## config.mk

```make
export PLATFORM = sky130hd
export DESIGN_NAME = id_ex_stage_flat
export DESIGN_NICKNAME = d
export VERILOG_FILES = /design/src/rtl/rv_pkg.sv /design/src/rtl/id_ex_stage_if.sv /design/src/rtl/load_use_detect.sv /design/src/rtl/id_ex_stage.sv /design/src/flat_wrapper.sv
export SDC_FILE = /design/constraint.sdc
export NUM_CORES = 1
export LEC_CHECK = 0
export CELL_PAD_IN_SITES_DETAIL_PLACEMENT = 0
export CELL_PAD_IN_SITES_GLOBAL_PLACEMENT = 1
export CORE_MARGIN = 3
export CORE_UTILIZATION = 26
export DETAILED_ROUTE_END_ITERATION = 10
export PLACE_DENSITY = 0.86
export SLEW_MARGIN = 20
export SYNTH_ARGS = -nofsm -noshare
export SYNTH_HDL_FRONTEND = slang
export SYNTH_SLANG_ARGS = --single-unit
```

## constraint.sdc

```tcl
create_clock -name clk -period 2.62 [get_ports clk]
set_input_delay 0.786 -clock clk [delete_from_list [all_inputs] [get_ports clk]]
set_output_delay 0.786 -clock clk [all_outputs]
set_load 0.02 [all_outputs]
```

## src/rtl/rv_pkg.sv

```systemverilog
// Shared RV32I decode constants, ALU class encodings and the control-bit bundle
// used by the pipeline stage registers.
package rv_pkg;

    localparam logic [6:0] OP_R      = 7'b0110011;
    localparam logic [6:0] OP_I      = 7'b0010011;
    localparam logic [6:0] OP_LOAD   = 7'b0000011;
    localparam logic [6:0] OP_STORE  = 7'b0100011;
    localparam logic [6:0] OP_BRANCH = 7'b1100011;
    localparam logic [6:0] OP_JAL    = 7'b1101111;
    localparam logic [6:0] OP_JALR   = 7'b1100111;
    localparam logic [6:0] OP_LUI    = 7'b0110111;

    localparam logic [1:0] ALU_OP_ADD    = 2'b00;
    localparam logic [1:0] ALU_OP_BRANCH = 2'b01;
    localparam logic [1:0] ALU_OP_FUNCT  = 2'b10;
    localparam logic [1:0] ALU_OP_IMM    = 2'b11;

    typedef struct packed {
        logic       reg_write;
        logic       mem_read;
        logic       mem_write;
        logic       mem_to_reg;
        logic       alu_src;
        logic       branch;
        logic       jump;
        logic [1:0] alu_op;
    } ctrl_t;

    // LUI and JAL carry no rs1 field; only R/store/branch formats read rs2.
    function automatic logic uses_rs1(input logic [6:0] op);
        return !(op == OP_LUI || op == OP_JAL);
    endfunction

    function automatic logic uses_rs2(input logic [6:0] op);
        return (op == OP_R) || (op == OP_STORE) || (op == OP_BRANCH);
    endfunction

endpackage

```

## src/rtl/id_ex_stage_if.sv

```systemverilog
// Decode-to-execute bundle: decoded fields in, registered EX copies out,
// plus the flush request and stall/bubble status.
interface id_ex_stage_if #(
    parameter int XLEN  = 32,
    parameter int CNT_W = 16
);
    logic            id_valid;
    logic [6:0]      id_opcode;
    logic            id_reg_write, id_mem_read, id_mem_write, id_mem_to_reg;
    logic            id_alu_src, id_branch, id_jump;
    logic [1:0]      id_alu_op;
    logic [2:0]      id_funct3;
    logic [6:0]      id_funct7;
    logic [XLEN-1:0] id_pc, id_rs1_data, id_rs2_data, id_imm;
    logic [4:0]      id_rs1, id_rs2, id_rd;
    logic            flush;

    logic            ex_valid;
    logic            ex_reg_write, ex_mem_read, ex_mem_write, ex_mem_to_reg;
    logic            ex_alu_src, ex_branch, ex_jump;
    logic [1:0]      ex_alu_op;
    logic [2:0]      ex_funct3;
    logic [6:0]      ex_funct7;
    logic [XLEN-1:0] ex_pc, ex_rs1_data, ex_rs2_data, ex_imm;
    logic [4:0]      ex_rs1, ex_rs2, ex_rd;
    logic            hazard_stall;
    logic [CNT_W-1:0] bubble_count;

    modport master (
        output id_valid, id_opcode, id_reg_write, id_mem_read, id_mem_write, id_mem_to_reg,
               id_alu_src, id_branch, id_jump, id_alu_op, id_funct3, id_funct7,
               id_pc, id_rs1_data, id_rs2_data, id_imm, id_rs1, id_rs2, id_rd, flush,
        input  ex_valid, ex_reg_write, ex_mem_read, ex_mem_write, ex_mem_to_reg,
               ex_alu_src, ex_branch, ex_jump, ex_alu_op, ex_funct3, ex_funct7,
               ex_pc, ex_rs1_data, ex_rs2_data, ex_imm, ex_rs1, ex_rs2, ex_rd,
               hazard_stall, bubble_count
    );

    modport slave (
        input  id_valid, id_opcode, id_reg_write, id_mem_read, id_mem_write, id_mem_to_reg,
               id_alu_src, id_branch, id_jump, id_alu_op, id_funct3, id_funct7,
               id_pc, id_rs1_data, id_rs2_data, id_imm, id_rs1, id_rs2, id_rd, flush,
        output ex_valid, ex_reg_write, ex_mem_read, ex_mem_write, ex_mem_to_reg,
               ex_alu_src, ex_branch, ex_jump, ex_alu_op, ex_funct3, ex_funct7,
               ex_pc, ex_rs1_data, ex_rs2_data, ex_imm, ex_rs1, ex_rs2, ex_rd,
               hazard_stall, bubble_count
    );
endinterface

```

## src/rtl/load_use_detect.sv

```systemverilog
// Combinational load-use comparator: a valid load in EX whose rd is read by the
// instruction in ID. Kept standalone so a forwarding unit can share it.
module load_use_detect
    import rv_pkg::*;
(
    input  logic       id_valid,
    input  logic [6:0] id_opcode,
    input  logic [4:0] id_rs1,
    input  logic [4:0] id_rs2,
    input  logic       ex_valid,
    input  logic       ex_mem_read,
    input  logic [4:0] ex_rd,
    output logic       load_use
);
    logic rs1_hit, rs2_hit;

    assign rs1_hit  = uses_rs1(id_opcode) && (id_rs1 == ex_rd);
    assign rs2_hit  = uses_rs2(id_opcode) && (id_rs2 == ex_rd);
    // x0 is never a real producer, so a load to x0 cannot create a dependency.
    assign load_use = ex_valid && ex_mem_read && (ex_rd != 5'd0) && id_valid
                      && (rs1_hit || rs2_hit);
endmodule

```

## src/rtl/id_ex_stage.sv

```systemverilog
// ID/EX pipeline register with load-use/flush bubble insertion and a saturating
// bubble counter.
module id_ex_stage
    import rv_pkg::*;
#(
    parameter int XLEN  = 32,
    parameter int CNT_W = 16
) (
    input  logic          clk,
    input  logic          rst,
    id_ex_stage_if.slave  bus
);
    ctrl_t            id_ctrl, ex_ctrl;
    logic             ex_valid;
    logic [2:0]       ex_funct3;
    logic [6:0]       ex_funct7;
    logic [XLEN-1:0]  ex_pc, ex_rs1_data, ex_rs2_data, ex_imm;
    logic [4:0]       ex_rs1, ex_rs2, ex_rd;
    logic [CNT_W-1:0] cnt;
    logic             load_use, stall, bubble, load_en;

    assign id_ctrl = '{reg_write: bus.id_reg_write, mem_read: bus.id_mem_read,
                       mem_write: bus.id_mem_write, mem_to_reg: bus.id_mem_to_reg,
                       alu_src: bus.id_alu_src, branch: bus.id_branch,
                       jump: bus.id_jump, alu_op: bus.id_alu_op};

    load_use_detect u_lud (
        .id_valid    (bus.id_valid),
        .id_opcode   (bus.id_opcode),
        .id_rs1      (bus.id_rs1),
        .id_rs2      (bus.id_rs2),
        .ex_valid    (ex_valid),
        .ex_mem_read (ex_ctrl.mem_read),
        .ex_rd       (ex_rd),
        .load_use    (load_use)
    );

    // A flushed instruction is being killed anyway, so it must not also stall IF.
    assign stall   = load_use && !bus.flush;
    assign bubble  = bus.flush || stall;
    assign load_en = !bubble && bus.id_valid;

    // Bubbles and empty decode slots both load all-zero, so ex_rd reads as x0.
    always_ff @(posedge clk) begin
        if (rst || !load_en) begin
            ex_valid    <= 1'b0;
            ex_ctrl     <= '0;
            ex_funct3   <= '0;
            ex_funct7   <= '0;
            ex_pc       <= '0;
            ex_rs1_data <= '0;
            ex_rs2_data <= '0;
            ex_imm      <= '0;
            ex_rs1      <= '0;
            ex_rs2      <= '0;
            ex_rd       <= '0;
        end else begin
            ex_valid    <= 1'b1;
            ex_ctrl     <= id_ctrl;
            ex_funct3   <= bus.id_funct3;
            ex_funct7   <= bus.id_funct7;
            ex_pc       <= bus.id_pc;
            ex_rs1_data <= bus.id_rs1_data;
            ex_rs2_data <= bus.id_rs2_data;
            ex_imm      <= bus.id_imm;
            ex_rs1      <= bus.id_rs1;
            ex_rs2      <= bus.id_rs2;
            ex_rd       <= bus.id_rd;
        end
    end

    always_ff @(posedge clk) begin
        if (rst)
            cnt <= '0;
        else if (bubble && cnt != {CNT_W{1'b1}})
            cnt <= cnt + CNT_W'(1);
    end

    assign bus.ex_valid      = ex_valid;
    assign bus.ex_reg_write  = ex_ctrl.reg_write;
    assign bus.ex_mem_read   = ex_ctrl.mem_read;
    assign bus.ex_mem_write  = ex_ctrl.mem_write;
    assign bus.ex_mem_to_reg = ex_ctrl.mem_to_reg;
    assign bus.ex_alu_src    = ex_ctrl.alu_src;
    assign bus.ex_branch     = ex_ctrl.branch;
    assign bus.ex_jump       = ex_ctrl.jump;
    assign bus.ex_alu_op     = ex_ctrl.alu_op;
    assign bus.ex_funct3     = ex_funct3;
    assign bus.ex_funct7     = ex_funct7;
    assign bus.ex_pc         = ex_pc;
    assign bus.ex_rs1_data   = ex_rs1_data;
    assign bus.ex_rs2_data   = ex_rs2_data;
    assign bus.ex_imm        = ex_imm;
    assign bus.ex_rs1        = ex_rs1;
    assign bus.ex_rs2        = ex_rs2;
    assign bus.ex_rd         = ex_rd;
    assign bus.hazard_stall  = stall;
    assign bus.bubble_count  = cnt;
endmodule

```

## src/flat_wrapper.sv

```systemverilog
// flat-port wrapper written by rule: the top's interface ports become plain ports
module id_ex_stage_flat import rv_pkg::*;
#(
    parameter int XLEN  = 32,
    parameter int CNT_W = 16
)
  (clk, rst, bus_id_valid, bus_id_opcode, bus_id_reg_write, bus_id_mem_read, bus_id_mem_write, bus_id_mem_to_reg, bus_id_alu_src, bus_id_branch, bus_id_jump, bus_id_alu_op, bus_id_funct3, bus_id_funct7, bus_id_pc, bus_id_rs1_data, bus_id_rs2_data, bus_id_imm, bus_id_rs1, bus_id_rs2, bus_id_rd, bus_flush, bus_ex_valid, bus_ex_reg_write, bus_ex_mem_read, bus_ex_mem_write, bus_ex_mem_to_reg, bus_ex_alu_src, bus_ex_branch, bus_ex_jump, bus_ex_alu_op, bus_ex_funct3, bus_ex_funct7, bus_ex_pc, bus_ex_rs1_data, bus_ex_rs2_data, bus_ex_imm, bus_ex_rs1, bus_ex_rs2, bus_ex_rd, bus_hazard_stall, bus_bubble_count);
  id_ex_stage_if #(.XLEN(XLEN), .CNT_W(CNT_W)) bus_i ();
  input  logic clk;
  input  logic rst;
  input wire logic [$bits(bus_i.id_valid)-1:0] bus_id_valid;
  input wire logic [$bits(bus_i.id_opcode)-1:0] bus_id_opcode;
  input wire logic [$bits(bus_i.id_reg_write)-1:0] bus_id_reg_write;
  input wire logic [$bits(bus_i.id_mem_read)-1:0] bus_id_mem_read;
  input wire logic [$bits(bus_i.id_mem_write)-1:0] bus_id_mem_write;
  input wire logic [$bits(bus_i.id_mem_to_reg)-1:0] bus_id_mem_to_reg;
  input wire logic [$bits(bus_i.id_alu_src)-1:0] bus_id_alu_src;
  input wire logic [$bits(bus_i.id_branch)-1:0] bus_id_branch;
  input wire logic [$bits(bus_i.id_jump)-1:0] bus_id_jump;
  input wire logic [$bits(bus_i.id_alu_op)-1:0] bus_id_alu_op;
  input wire logic [$bits(bus_i.id_funct3)-1:0] bus_id_funct3;
  input wire logic [$bits(bus_i.id_funct7)-1:0] bus_id_funct7;
  input wire logic [$bits(bus_i.id_pc)-1:0] bus_id_pc;
  input wire logic [$bits(bus_i.id_rs1_data)-1:0] bus_id_rs1_data;
  input wire logic [$bits(bus_i.id_rs2_data)-1:0] bus_id_rs2_data;
  input wire logic [$bits(bus_i.id_imm)-1:0] bus_id_imm;
  input wire logic [$bits(bus_i.id_rs1)-1:0] bus_id_rs1;
  input wire logic [$bits(bus_i.id_rs2)-1:0] bus_id_rs2;
  input wire logic [$bits(bus_i.id_rd)-1:0] bus_id_rd;
  input wire logic [$bits(bus_i.flush)-1:0] bus_flush;
  output wire logic [$bits(bus_i.ex_valid)-1:0] bus_ex_valid;
  output wire logic [$bits(bus_i.ex_reg_write)-1:0] bus_ex_reg_write;
  output wire logic [$bits(bus_i.ex_mem_read)-1:0] bus_ex_mem_read;
  output wire logic [$bits(bus_i.ex_mem_write)-1:0] bus_ex_mem_write;
  output wire logic [$bits(bus_i.ex_mem_to_reg)-1:0] bus_ex_mem_to_reg;
  output wire logic [$bits(bus_i.ex_alu_src)-1:0] bus_ex_alu_src;
  output wire logic [$bits(bus_i.ex_branch)-1:0] bus_ex_branch;
  output wire logic [$bits(bus_i.ex_jump)-1:0] bus_ex_jump;
  output wire logic [$bits(bus_i.ex_alu_op)-1:0] bus_ex_alu_op;
  output wire logic [$bits(bus_i.ex_funct3)-1:0] bus_ex_funct3;
  output wire logic [$bits(bus_i.ex_funct7)-1:0] bus_ex_funct7;
  output wire logic [$bits(bus_i.ex_pc)-1:0] bus_ex_pc;
  output wire logic [$bits(bus_i.ex_rs1_data)-1:0] bus_ex_rs1_data;
  output wire logic [$bits(bus_i.ex_rs2_data)-1:0] bus_ex_rs2_data;
  output wire logic [$bits(bus_i.ex_imm)-1:0] bus_ex_imm;
  output wire logic [$bits(bus_i.ex_rs1)-1:0] bus_ex_rs1;
  output wire logic [$bits(bus_i.ex_rs2)-1:0] bus_ex_rs2;
  output wire logic [$bits(bus_i.ex_rd)-1:0] bus_ex_rd;
  output wire logic [$bits(bus_i.hazard_stall)-1:0] bus_hazard_stall;
  output wire logic [$bits(bus_i.bubble_count)-1:0] bus_bubble_count;
  assign bus_i.id_valid = bus_id_valid;
  assign bus_i.id_opcode = bus_id_opcode;
  assign bus_i.id_reg_write = bus_id_reg_write;
  assign bus_i.id_mem_read = bus_id_mem_read;
  assign bus_i.id_mem_write = bus_id_mem_write;
  assign bus_i.id_mem_to_reg = bus_id_mem_to_reg;
  assign bus_i.id_alu_src = bus_id_alu_src;
  assign bus_i.id_branch = bus_id_branch;
  assign bus_i.id_jump = bus_id_jump;
  assign bus_i.id_alu_op = bus_id_alu_op;
  assign bus_i.id_funct3 = bus_id_funct3;
  assign bus_i.id_funct7 = bus_id_funct7;
  assign bus_i.id_pc = bus_id_pc;
  assign bus_i.id_rs1_data = bus_id_rs1_data;
  assign bus_i.id_rs2_data = bus_id_rs2_data;
  assign bus_i.id_imm = bus_id_imm;
  assign bus_i.id_rs1 = bus_id_rs1;
  assign bus_i.id_rs2 = bus_id_rs2;
  assign bus_i.id_rd = bus_id_rd;
  assign bus_i.flush = bus_flush;
  assign bus_ex_valid = bus_i.ex_valid;
  assign bus_ex_reg_write = bus_i.ex_reg_write;
  assign bus_ex_mem_read = bus_i.ex_mem_read;
  assign bus_ex_mem_write = bus_i.ex_mem_write;
  assign bus_ex_mem_to_reg = bus_i.ex_mem_to_reg;
  assign bus_ex_alu_src = bus_i.ex_alu_src;
  assign bus_ex_branch = bus_i.ex_branch;
  assign bus_ex_jump = bus_i.ex_jump;
  assign bus_ex_alu_op = bus_i.ex_alu_op;
  assign bus_ex_funct3 = bus_i.ex_funct3;
  assign bus_ex_funct7 = bus_i.ex_funct7;
  assign bus_ex_pc = bus_i.ex_pc;
  assign bus_ex_rs1_data = bus_i.ex_rs1_data;
  assign bus_ex_rs2_data = bus_i.ex_rs2_data;
  assign bus_ex_imm = bus_i.ex_imm;
  assign bus_ex_rs1 = bus_i.ex_rs1;
  assign bus_ex_rs2 = bus_i.ex_rs2;
  assign bus_ex_rd = bus_i.ex_rd;
  assign bus_hazard_stall = bus_i.hazard_stall;
  assign bus_bubble_count = bus_i.bubble_count;
  id_ex_stage #(.XLEN(XLEN), .CNT_W(CNT_W)) u_core (.clk(clk), .rst(rst), .bus(bus_i));
endmodule
```

==> results of run 1 <==
## kinds of logic after synthesis
group,share of synthesized area [%]
xor gates and xnor gates,1.61
muxes,1.01
and+or+nand+nor,25.5
DFF,65.9
AOI/OAI and AO/OA,2.86
adders and majority gates,0.230
buffers and inverters,2.83
## power by group through the flow
stage,Sequential [W],Combinational (W),Clock [W]
after detailed placement,0.00288,0.000613,0
after CTS,0.00281,0.000613,0.00269
final,0.00281,0.000646,0.00261
after global routing,0.00282,0.000688,0.00283
after global placement,0.00288,0.000609,0
after floorplan,0.00297,0.0000967,0
## routing by layer
layer / track usage (%) / vias up / part of all wire, %
met5: 0 / - / 0
met4: 4.85 / 0 / 1.5
met3: 5.87 / 13 / 8.9
met2: 24.4 / 203 / 51
met1: 16.1 / 2093 / 38
li1: - / 2305 / -
## stage by stage
| stage | setup WS (ns) | TNS (ns) | cells |
|---|---|---|---|
| 6_report | -0.111 | -0.111 | 1148 |
| 3_5_place_dp | -1.05 | -48.55 | 1093 |
| 2_1_floorplan | 0.116 | 0 | 475 |
| 5_1_grt | -0.201 | -0.218 | 1147 |
| 4_1_cts | -0.112 | -0.237 | 1134 |
| 3_3_place_gp | -1.11 | -57.71 | 1093 |
## cells in the final DEF (no fill, tap or decap), types with 2 or more instances in the layout
cell and n:
clkdlybuf4s50_1 333, dfxtp_1 175, and2_1 162, buf_4 27
clkbuf_16 22, nand2_1 11, a21oi_1 10, nor2_1 8
buf_6 8, xor2_1 7, nand4_1 7, o21ai_0 7
or3_1 7, dlygate4sd2_1 7, nand3_1 5, nor2b_1 4
inv_8 4, clkinv_8 4, buf_2 4, clkbuf_2 4
dfxtp_2 4, nand2b_1 3, nor4_2 3, and3_1 3
o31ai_1 3, or4_1 3, inv_6 3, nand3_2 2
and3_4 2, xnor2_1 2, nor3_1 2, inv_1 2
mux2_4 2, mux2_2 2, clkinv_4 2, buf_12 2
## worst min path at each step
stage | endpoint | cells past startpoint
after CTS | u_core.bus.bubble_count[10] | 2
after global routing | u_core.bus.bubble_count[4] | 2
final | u_core.bus.bubble_count[10] | 2
after global placement | u_core.bus.bubble_count[4] | 2
after detailed placement | u_core.bus.bubble_count[10] | 2
after floorplan | u_core.bus.bubble_count[10] | 2
## area by class of cell
type                    instances  area [µm²]
flip-flops and latches        179        3590
fillers                      1857       10100
inverters                       2        7.51
clock buffers                  18         429
repair buffers                392        3930
diodes                          1        2.50
well taps                     270         338
clock inverters                14         184
multi-input cells             272        1810
## worst max-delay path: stages
cell and delay, ns:
dlygate4sd2_1 0.28, nand2b_1 0.15, o21ai_1 0.14, and3_4 0.23, o21a_1 0.16, nor2_1 0.04
buf_4 0.15
## repair_timing
item / 4_1_cts / 5_1_grt
resized for setup: 59 / 27
pin swaps: 10 / 12
buffers inserted: 9 / 8
cloned: 0 / 6
setup endpoints to repair: 15 / 124
==> reports/metrics.yaml, run 1 <==
pwr:
  p_sw_share_pct: 24.4
  totalPowerFinal_w: 0.00607
  vdd_ir_drop_max_uv: 402
  p_sw_w: 0.00148
  p_leak_nw: 4.03
  p_comb_share_pct: 10.6
  p_clk_share_pct: 43.0
  p_int_w: 0.00458
  seq_power_share_pct: 46.4
  cellPowerDensity_nw_per_um2: 590
synth:
  synth_most_common_cell: "dfxtp_1"
  yosys-top-cells-count: "dfxtp_1, and2_1, a21oi_1"
  yosysTopAreaCellShare_pct: 65.9
  ys_ff_latch: 179
  syn_area_per_cell_um2: 11.4
  synth_cell_type_count: 33
  synthArstFlopShare_pct: 0
  synthFlopType: "dfxtp_1"
  syn_nets: 649
  netlist_area_um2: 5430
  synth.area.top_cells: "dfxtp_1, and2_1, buf_6, xor2_1, a21oi_1"
  ys_warn_count: 0
  netlist_instances: 475
  synth_top_cell_by_area: "dfxtp_1"
  synth-edff-count: 0
  ys_seq_area_share_pct: 65.9
global_route:
  grt_overflow: 0
  grtUsageTotal_pct: 14.3
  grt_start_max_net_pins: 71
  antenna_found_initial: 0
  grt_pass1_wl_um: 24400
  grt_pass1_vias: 4427
setup_path:
  cp.arrival_ns: 1.94
  required_ns: 1.83
  end_kind: "output pin"
  critPathKind: "input pin to output pin"
  reg2regPathDepth: 12
  worstReg2RegStart: "u_core.bus.ex_rd[4]"
  cp-start-kind: "input pin"
  path_max_fanout: 3
  r2r_slack_ns: 0.05
  crit_end: "bus_hazard_stall"
  r2r_end: "u_core.bus.bubble_count[8]"
  setup.worst_path.start: "bus_id_opcode[6]"
cells_and_area:
  design_area_um2: 10300
  num-nets-final: 1038
  final_core_util_pct: 50.5
  area_growth_pct: 89.4
  layout-drive-gt1-share_pct: 12.2
die:
  fp.coreArea_um2: 20400
  die_w_um: 151
  num_rows: 52
  dieArea_um2: 22700
  initial_core_util_pct: 26.7
  die_h_um: 151
  ios: 353
place:
  place_area_um2: 9310
  hpwl_um: 13100
  gp_congestion: 0.773
  io_buffers: 352
flow_run:
  cap_violations: 0
clock_network:
  cts_tree: "yes"
  root_buffer: "clkbuf_16"
  cts_buffers: 17
  cts_hold_buf: 0
  clk_latency_ns: 0.42
  cts_buffer_depth: 2
  numClockSinks: 179
  htree_levels: 4
  clkTransAtPathRegs_ns: 0.07
timing:
  rsz0062_at_grt: "true"
  max_clock_freq_mhz: 366
  fin_ws_ns: -0.111
  fin_hold_ws_ns: 0.514
  tightestPinTransition_ns: 0.308
  slew_headroom_pct: 79.3
  hold_viol: 0
  setup_viol: 1
  maxSlewViolCount: 0
  fin_skew_ns: 0.00959
  fin_crit_sh_pct: 104
  min_period_ns: 2.73
route:
  viasPerCell: 4.02
  drtIter0Drc: 107
  antenna_left: 0
  finalWirelength_um: 18100
  num_vias: 4614
  drc: 0
  first_pass_iters: 4
  post_drt_wl_per_cell_um: 15.8
min_path:
  min_path_type: "flop to flop"
  min-delay-start: "u_core.bus.bubble_count[10]"
outcome:
  status: "finished with violations"
  violations: "setup timing"
Power figures use the tool's default switching activity.
==> run 2: changes to the inputs <==
--- a/config.mk
+++ b/config.mk
@@ -10,7 +10,7 @@
 export CORE_MARGIN = 3
 export CORE_UTILIZATION = 26
 export DETAILED_ROUTE_END_ITERATION = 10
-export PLACE_DENSITY = 0.86
+export PLACE_DENSITY_LB_ADDON = 0.1
 export SLEW_MARGIN = 20
 export SYNTH_ARGS = -nofsm -noshare
 export SYNTH_HDL_FRONTEND = slang
==> run 2 against run 1 <==
Compared with the run above: highest routed layer unchanged; the flow still finishes with violations (setup timing); cell area shrank 1.8%; critical path depth unchanged; worst hold slack better by 0.0092 ns; die area is the same; global-route usage up 1.4 points; critical endpoint unchanged.
==> reports/metrics.yaml, run 2 (synthesis gave the netlist of run 1 again) <==
timing:
  setup_viol: 1  # unchanged
  maxSlewViolCount: 0  # unchanged
  rsz0062_at_grt: "true"
  tightestPinTransition_ns: 0.351  # +0.0426 ns
  max_clock_freq_mhz: 368  # +0.58%
  hold_viol: 0  # unchanged
  slew_headroom_pct: 76.4  # -2.9 points
  fin_skew_ns: 0.0139  # +0.00433 ns
  min_period_ns: 2.71  # -0.0158 ns
  fin_crit_sh_pct: 104  # -0.60 points
  fin_ws_ns: -0.0950  # +0.0158 ns
pwr:
  p_int_w: 0.00489  # +6.7%
  seq_power_share_pct: 45.1  # -1.3 points
  vdd_ir_drop_max_uv: 390  # -3.1%
  totalPowerFinal_w: 0.00624  # +2.8%
  p_comb_share_pct: 9.8  # -0.8 points
  cellPowerDensity_nw_per_um2: 617  # +4.7%
  p_sw_share_pct: 21.6  # -2.8 points
  p_sw_w: 0.00135  # -9.0%
  p_leak_nw: 3.94  # -2.3%
  p_clk_share_pct: 45.1  # +2.1 points
route:
  drc: 0  # unchanged
  post_drt_wl_per_cell_um: 16.4  # +4.0%
  antenna_left: 0  # unchanged
  finalWirelength_um: 18500  # +2.5%
  first_pass_iters: 4  # unchanged
  num_vias: 4576  # -0.82%
  viasPerCell: 4.04  # +0.58%
  drtIter0Drc: 130  # +21%
cells_and_area:
  fillers: 1861  # +0.22%
  area_growth_pct: 86.0
  final_common_cell: "clkdlybuf4s50_1"
  diodes: 0  # -1
  layout-drive-gt1-share_pct: 10.1  # -2.1 points
  final_core_util_pct: 49.6  # -0.88 points
  num-nets-final: 1025  # -1.3%
  final_cell_mix: "clkdlybuf4s50_1, dfxtp_1, and2_1"
flow_run:
  cap_violations: 0  # unchanged
clock_network:
  cts_buffers: 17  # unchanged
  root_buffer: "clkbuf_16"
  htree_levels: 4  # unchanged
  cts_hold_buf: 0  # unchanged
  clkTransAtPathRegs_ns: 0.07  # about the same
  cts_buffer_depth: 2  # unchanged
  clk_latency_ns: 0.42  # about the same
  numClockSinks: 179  # unchanged
  cts_tree: "yes"
die:
  num_rows: 52  # unchanged
  ios: 353  # unchanged
  die_h_um: 151  # unchanged
  dieArea_um2: 22700  # unchanged
  initial_core_util_pct: 26.7  # unchanged
  die_w_um: 151  # unchanged
  fp.coreArea_um2: 20400  # unchanged
global_route:
  grtUsageTotal_pct: 15.7  # +1.4 points
  grt_pass1_wl_um: 26500  # +8.7%
  antenna_found_initial: 0  # unchanged
  grt_start_max_net_pins: 56  # -21%
  grt_pass1_vias: 4676  # +5.6%
  grt_overflow: 0  # unchanged
place:
  gp_congestion: 0.835  # +8.0%
  hpwl_um: 14600  # +11%
  io_buffers: 352  # unchanged
setup_path:
  cp.arrival_ns: 1.93  # about the same
  cp-start-kind: "input pin"
  required_ns: 1.83  # about the same
  reg2regPathDepth: 11  # -1
  worstReg2RegStart: "u_core.bus.ex_rd[1]"
  r2r_end: "u_core.bus.bubble_count[0]"
  end_kind: "output pin"
  r2r_slack_ns: 0.13  # +0.08 ns
  critPathKind: "input pin to output pin"
  path_max_fanout: 3  # unchanged
min_path:
  min-delay-start: "u_core.bus.bubble_count[10]"
  worstHoldPathCells: 2  # unchanged
  min_path_type: "flop to flop"
  hold_end: "u_core.bus.bubble_count[10]"
outcome:
  violations: "setup timing"
  status: "finished with violations"
-- run 2: cell count changes in the layout (fill, tap and decap cells not counted), sizes merged --
cell           delta
buf              -11
bufinv            +4
clkbuf            -6
clkdlybuf4s15     +1
clkinv            -5
clkinvlp          +1
diode             -1
dlygate4sd2       +2
inv               -2
o211a             +1
-- run 2: final cells by class --
class	count	area (µm²)	area share [%]
Clock buffer	18	429	4.25
Clock inverter	12	220	2.18
Inverter	2	7.51	0.0743
Multi-Input combinational cell	273	1810	17.9
Sequential cell	179	3590	35.5
Tap cell	270	338	3.34
Timing Repair Buffer	378	3720	36.8
-- run 2: critical path, cell delays in order --
cell and delay (ns):
dlygate4sd2_1 0.27, nand2b_1 0.15, o21ai_0 0.13, and3_1 0.22, o21a_1 0.16, nor2_1 0.05
buf_4 0.15
-- run 2: metal layers --
layer,track usage [%],vias up,wire (µm)
li1,-,2269,-
met1,15.7,2076,6380
met5,0,-,0
met2,28.0,201,9820
met4,6.50,0,537
met3,7.31,30,1810
-- run 2: worst max-delay path by stage --
stage	from	to	slack [ns]	depth (start not counted)
final	bus_id_opcode[6]	bus_hazard_stall	-0.09	7
after global routing	bus_id_opcode[6]	bus_hazard_stall	-0.15	7
after CTS	bus_id_rs2[1]	bus_hazard_stall	-0.10	7
after detailed placement	bus_id_rs2[3]	bus_hazard_stall	-1.01	7
after global placement	bus_id_rs2[3]	bus_hazard_stall	-0.95	7
after floorplan	bus_id_rs2[3]	bus_hazard_stall	0.12	5
-- run 2: through the flow --
step	hold slack [ns]	instance area (µm²)	setup TNS [ns]	worst slack, ns	std cells
2_1_floorplan	0.571	5430	0	0.116	475
3_3_place_gp	0.487	9320	-33.84	-0.950	1094
3_5_place_dp	0.520	9320	-43.82	-1.01	1094
4_1_cts	0.531	10100	-0.101	-0.101	1131
5_1_grt	0.568	10100	-0.157	-0.154	1132
6_report	0.523	10100	-0.0950	-0.0950	1132
-- run 2: what timing repair did --
action                                  4_1_cts  5_1_grt
gates cloned                                  0        1
setup buffers                                 7        2
endpoints found under the setup margin       12       17
pin swaps                                    12        7
resized for setup                            54       15
-- run 2: power groups by stage --
stage	registers, W	logic, W	clock network [W]
2_1_floorplan	0.00297	0.0000967	0
3_3_place_gp	0.00288	0.000613	0
3_5_place_dp	0.00288	0.000617	0
4_1_cts	0.00282	0.000616	0.00290
5_1_grt	0.00282	0.000654	0.00299
6_report	0.00282	0.000611	0.00281
